## src/rtl/umem_arbiter.sv

```systemverilog
// Arbitrates the fetch (I) and load/store (D) ports onto one single-port memory with fixed read latency.
// Optional feature: define ARB_RR_EN for round-robin tie breaking instead of fixed D-over-I priority.
module umem_arbiter #(
    parameter int unsigned DW      = 32,
    parameter int unsigned AW      = 32,
    parameter int unsigned MEM_LAT = 1
) (
    input  logic          clk,
    input  logic          rst,
    input  logic          i_req,
    input  logic [AW-1:0] i_addr,
    output logic          i_gnt,
    output logic          i_rvalid,
    output logic [DW-1:0] i_rdata,
    input  logic          d_req,
    input  logic          d_we,
    input  logic [AW-1:0] d_addr,
    input  logic [DW-1:0] d_wdata,
    output logic          d_gnt,
    output logic          d_rvalid,
    output logic [DW-1:0] d_rdata,
    output logic          m_en,
    output logic          m_we,
    output logic [AW-1:0] m_addr,
    output logic [DW-1:0] m_wdata,
    input  logic [DW-1:0] m_rdata
);

    if (MEM_LAT < 1) begin : g_lat_check
        $error("umem_arbiter: MEM_LAT must be >= 1");
    end

    localparam int unsigned CW = (MEM_LAT > 1) ? $clog2(MEM_LAT) : 1;

    typedef enum logic [1:0] {StIdle, StWait, StResp} state_e;

    state_e        state_q, state_d;
    logic [CW-1:0] cnt_q, cnt_d;
    logic          owner_q, owner_d;  // 1 = D port owns the outstanding read
    logic          d_wins;

    assign i_rdata = m_rdata;
    assign d_rdata = m_rdata;

`ifdef ARB_RR_EN
    logic rr_last_q, rr_last_d;  // 1 = D was granted last

    assign d_wins    = d_req && (!i_req || !rr_last_q);
    assign rr_last_d = (i_gnt || d_gnt) ? d_gnt : rr_last_q;

    always_ff @(posedge clk) begin
        if (rst) begin
            rr_last_q <= 1'b0;
        end else begin
            rr_last_q <= rr_last_d;
        end
    end
`else
    assign d_wins = d_req;
`endif

    always_comb begin
        state_d  = state_q;
        cnt_d    = cnt_q;
        owner_d  = owner_q;
        i_gnt    = 1'b0;
        d_gnt    = 1'b0;
        i_rvalid = 1'b0;
        d_rvalid = 1'b0;
        m_en     = 1'b0;
        m_we     = 1'b0;
        m_addr   = '0;
        m_wdata  = '0;

        unique case (state_q)
            StIdle: begin
                if (i_req || d_req) begin
                    i_gnt   = !d_wins;
                    d_gnt   = d_wins;
                    m_en    = 1'b1;
                    m_we    = d_wins && d_we;
                    m_addr  = d_wins ? d_addr : i_addr;
                    m_wdata = d_wins ? d_wdata : '0;
                    // Stores complete in the grant cycle; only reads occupy the memory.
                    if (!(d_wins && d_we)) begin
                        owner_d = d_wins;
                        if (MEM_LAT == 1) begin
                            state_d = StResp;
                        end else begin
                            cnt_d   = CW'(MEM_LAT - 1);
                            state_d = StWait;
                        end
                    end
                end
            end
            StWait: begin
                // cnt reaches 0 as RESP is entered, landing rvalid exactly MEM_LAT after grant.
                cnt_d = cnt_q - CW'(1);
                if (cnt_q == CW'(1)) begin
                    state_d = StResp;
                end
            end
            StResp: begin
                i_rvalid = !owner_q;
                d_rvalid = owner_q;
                state_d  = StIdle;
            end
            default: state_d = StIdle;
        endcase

        if (rst) begin
            i_gnt    = 1'b0;
            d_gnt    = 1'b0;
            i_rvalid = 1'b0;
            d_rvalid = 1'b0;
            m_en     = 1'b0;
            m_we     = 1'b0;
            m_addr   = '0;
            m_wdata  = '0;
        end
    end

    always_ff @(posedge clk) begin
        if (rst) begin
            state_q <= StIdle;
            cnt_q   <= '0;
            owner_q <= 1'b0;
        end else begin
            state_q <= state_d;
            cnt_q   <= cnt_d;
            owner_q <= owner_d;
        end
    end

endmodule
```

## config.mk

```make
export PLATFORM = sky130hd
export DESIGN_NAME = umem_arbiter
export DESIGN_NICKNAME = d
export VERILOG_FILES = /design/src/rtl/umem_arbiter.sv
export SDC_FILE = /design/constraint.sdc
export NUM_CORES = 1
export LEC_CHECK = 0
export BUFFER_PORTS_ARGS = -buffer_cell sky130_fd_sc_hd__buf_2
export CAP_MARGIN = 20
export CELL_PAD_IN_SITES_DETAIL_PLACEMENT = 0
export CELL_PAD_IN_SITES_GLOBAL_PLACEMENT = 1
export CORE_AREA = 4 4 107 109
export DETAILED_ROUTE_END_ITERATION = 12
export DIE_AREA = 0 0 111 113
export PLACE_DENSITY_LB_ADDON = 0.1
export SKIP_LAST_GASP = 1
export SYNTH_ARGS = -nofsm -noshare
export SYNTH_HDL_FRONTEND = slang
export SYNTH_SLANG_ARGS = --single-unit
```

## constraint.sdc

```tcl
create_clock -name clk -period 1.5 [get_ports clk]
set_input_delay 0.225 -clock clk [delete_from_list [all_inputs] [get_ports clk]]
set_output_delay 0.225 -clock clk [all_outputs]
set_load 0.01 [all_outputs]
```

==> flow_summary.yaml <==
finish:
  multi_input_area_um2: 908
  synthToLayoutAreaGrowth_pct: 55.6
  final_util_pct: 21.1
  diodes: 0
  layout-drive-gt1-share_pct: 63.9
  final_common_cell: "buf_2"
  layout_common_cells: "buf_2 (169), and2_1 (33), nand2_1 (32), nand3b_1 (32), a21oi_2 (19)"
  nets: 465
  fill_cells: 1250
  regArea_um2: 41.3
clocking:
  ctsLongestPathBuffers: 2
  h-tree-depth: 1
  clock_sinks: 2
  clkLatencyLatePin_ns: 0.20
  cts_root_buf: "clkbuf_8"
  cts_buffers: 3
  cts_tree: "built"
  postCtsHoldBufs: 0
  cts.clk_slew.worst_paths_ns: 0.03
status:
  violations: "negative setup slack"
  status: "finished with violations"
worst_setup_path:
  cpPeakStageDelay_ns: 0.33
  critPathLaunch: "state_q[1]$_SDFFE_PP0P_"
  worstPathCellList: "or2_4 -> buf_6 -> a21oi_1 -> buf_2"
  slowest_stage: "dfxtp_2"
  critPathArrivalTime_ns: 1.28
  r2r_start: "state_q[1]$_SDFFE_PP0P_"
  r2r_end: "owner_q$_SDFFE_PP0P_"
  crit_required_ns: 1.27
  cp-end-kind: "output pin"
  reg2reg_depth: 3
  path_class: "reg2out"
  startpoint_type: "flip-flop"
  regToRegSetupSlack_ns: 0.40
  crit_fanout: 7
synth:
  synth-seq-cells: 2
  ys.flop_type: "dfxtp_1"
  async_flop_share_pct: 0
  syn_nets: 358
  synth_edf_count: 0
  yosysSeqAreaShare_pct: 2.78
  synth.yosys.warnings: 0
  synth_cell_types: 17
  synth.avg_cell_area_um2: 6.40
  syn-cell-area_um2: 1440
  syn_inst: 225
floorplan:
  ioPinCount: 267
  fp.dieH_um: 113
  fp.coreArea_um2: 10600
  dieArea_um2: 12500
  row_count: 38
  initial_core_util_pct: 13.6
  die_w_um: 111
min_path:
  holdPathStages: 2
  min_path_type: "in2reg"
  hold_start: "d_we"
  hold_path_end: "state_q[1]$_SDFFE_PP0P_"
flow_run:
  drv_cap: 0
place:
  place_ws_ns: 0.0514
  place_congestion: 0.774
  port_buffers: 170
  dp_hpwl_um: 4690
drt:
  wl_per_cell_um: 13.8
  drt-total-wl_um: 6490
  drt_iter0_markers: 43
  routed_via_density: 3.83
  ant_nets: 0
  drt_pre_antenna_iters: 4
  via_count: 1801
  route.detailed.drc: 0
grt:
  grt_pass1_vias: 1692
  track_usage_pct: 8.50
  grt_overflow_total: 0
  grt_start_max_net_pins: 70
  grt_pass1_wl_um: 8850
  antenna_found_initial: 1
sta:
  layout_min_cycle_time_ns: 1.51
  fin_ws_ns: -0.00848
  max_freq_ghz: 0.663
  finalCritPeriodShare_pct: 101
  worstMarginPinSlew_ns: 0.310
  hold_viol: 0
  setup_viol: 9
  slew_headroom_pct: 78.8
  rsz0062_at_grt: "yes"
  fin_worst_skew_ns: 0.000216
  slew_viol_final: 0
power:
  total_power_uw: 841
  p_per_area_nw_per_um2: 376
  vdd.ir_drop.worst_v: 0.000133
  p_leak_uw: 0.00120
==> power by group <==
group / internal, uW / leakage, uW / total (uW) / switching [uW]
clock: 169 / 0.0000216 / 204 / 35.3
sequential: 57.8 / 0.0000168 / 62.0 / 4.27
combinational: 300 / 0.00116 / 574 / 275
==> sequential cells by signal, indices dropped and copies added, names as in the netlist <==
| register | flops |
|---|---|
| owner_q | 1 |
| state_q | 1 |
==> what timing repair did <==
item	4_1_cts	5_1_grt
resized for setup	1	25
pin swaps	2	2
setup buffers	0	2
gates cloned	0	6
setup endpoints to repair	43	62
==> worst max-delay path by stage <==
| stage | endpoint | slack, ns | cells past startpoint |
|---|---|---|---|
| after floorplan | m_addr[22] | 0.19 | 4 |
| final | m_addr[2] | -0.008 | 4 |
| after CTS | m_addr[3] | -0.03 | 4 |
| after global placement | m_addr[3] | 0.04 | 5 |
| after global routing | m_addr[28] | -0.06 | 4 |
| after detailed placement | m_addr[3] | 0.05 | 5 |
==> stage by stage <==
step | cell area, um^2 | std cells | hold WS, ns | TNS, ns
floorplan | 1440 | 225 | 0.308 | 0
global placement | 1980 | 459 | 0.450 | 0
detailed placement | 1980 | 459 | 0.450 | 0
CTS | 2020 | 462 | 0.248 | -0.134
global route | 2240 | 470 | 0.253 | -2.13
finish | 2240 | 470 | 0.242 | -0.0345
==> layer usage <==
metal | vias to the layer above | GRT usage [%] | share of wire (%) | wire (um)
li1 | 880 | - | - | -
met1 | 774 | 9.44 | 38 | 2440
met2 | 126 | 14.9 | 49 | 3200
met3 | 19 | 4.12 | 12 | 774
met4 | 2 | 1.56 | 0.97 | 63
met5 | - | 0 | 0.20 | 13
==> layout make-up <==
cell class	count	area share, %
clock buffer	3	1.84
tap	140	7.83
sequential	2	1.84
multi-input combinational	142	40.6
timing repair buffer	183	47.9
==> cell families (layout without fill, tap and decap cells) <==
logic type | after synthesis | after routing | share of synthesized area, %
DFF | 2 | 2 | 2.78
and+or+nand+nor | 106 | 107 | 43.8
AOI/OAI and AO/OA | 35 | 35 | 13.0
buffers and inverters | 82 | 186 | 40.4
==> Yosys cell counts, drive strengths merged, types with 2 or more instances <==
cell type,count,area [um^2]
a21oi,32,160
and2,33,206
buf,76,559
clkbuf,6,22.5
dfxtp,2,40.0
nand2,32,120
nand3b,32,240
nor2,4,15.0
nor3b,3,33.8
==> worst max-delay path: cells and delay by family (launching register included) <==
| kind | cells | cell delay (ns) |
|---|---|---|
| AOI/OAI and AO/OA | 1 | 0.11 |
| buffers and inverters | 2 | 0.31 |
| DFF | 1 | 0.33 |
| and+or+nand+nor | 1 | 0.32 |
(Power assumes the default switching activity.)
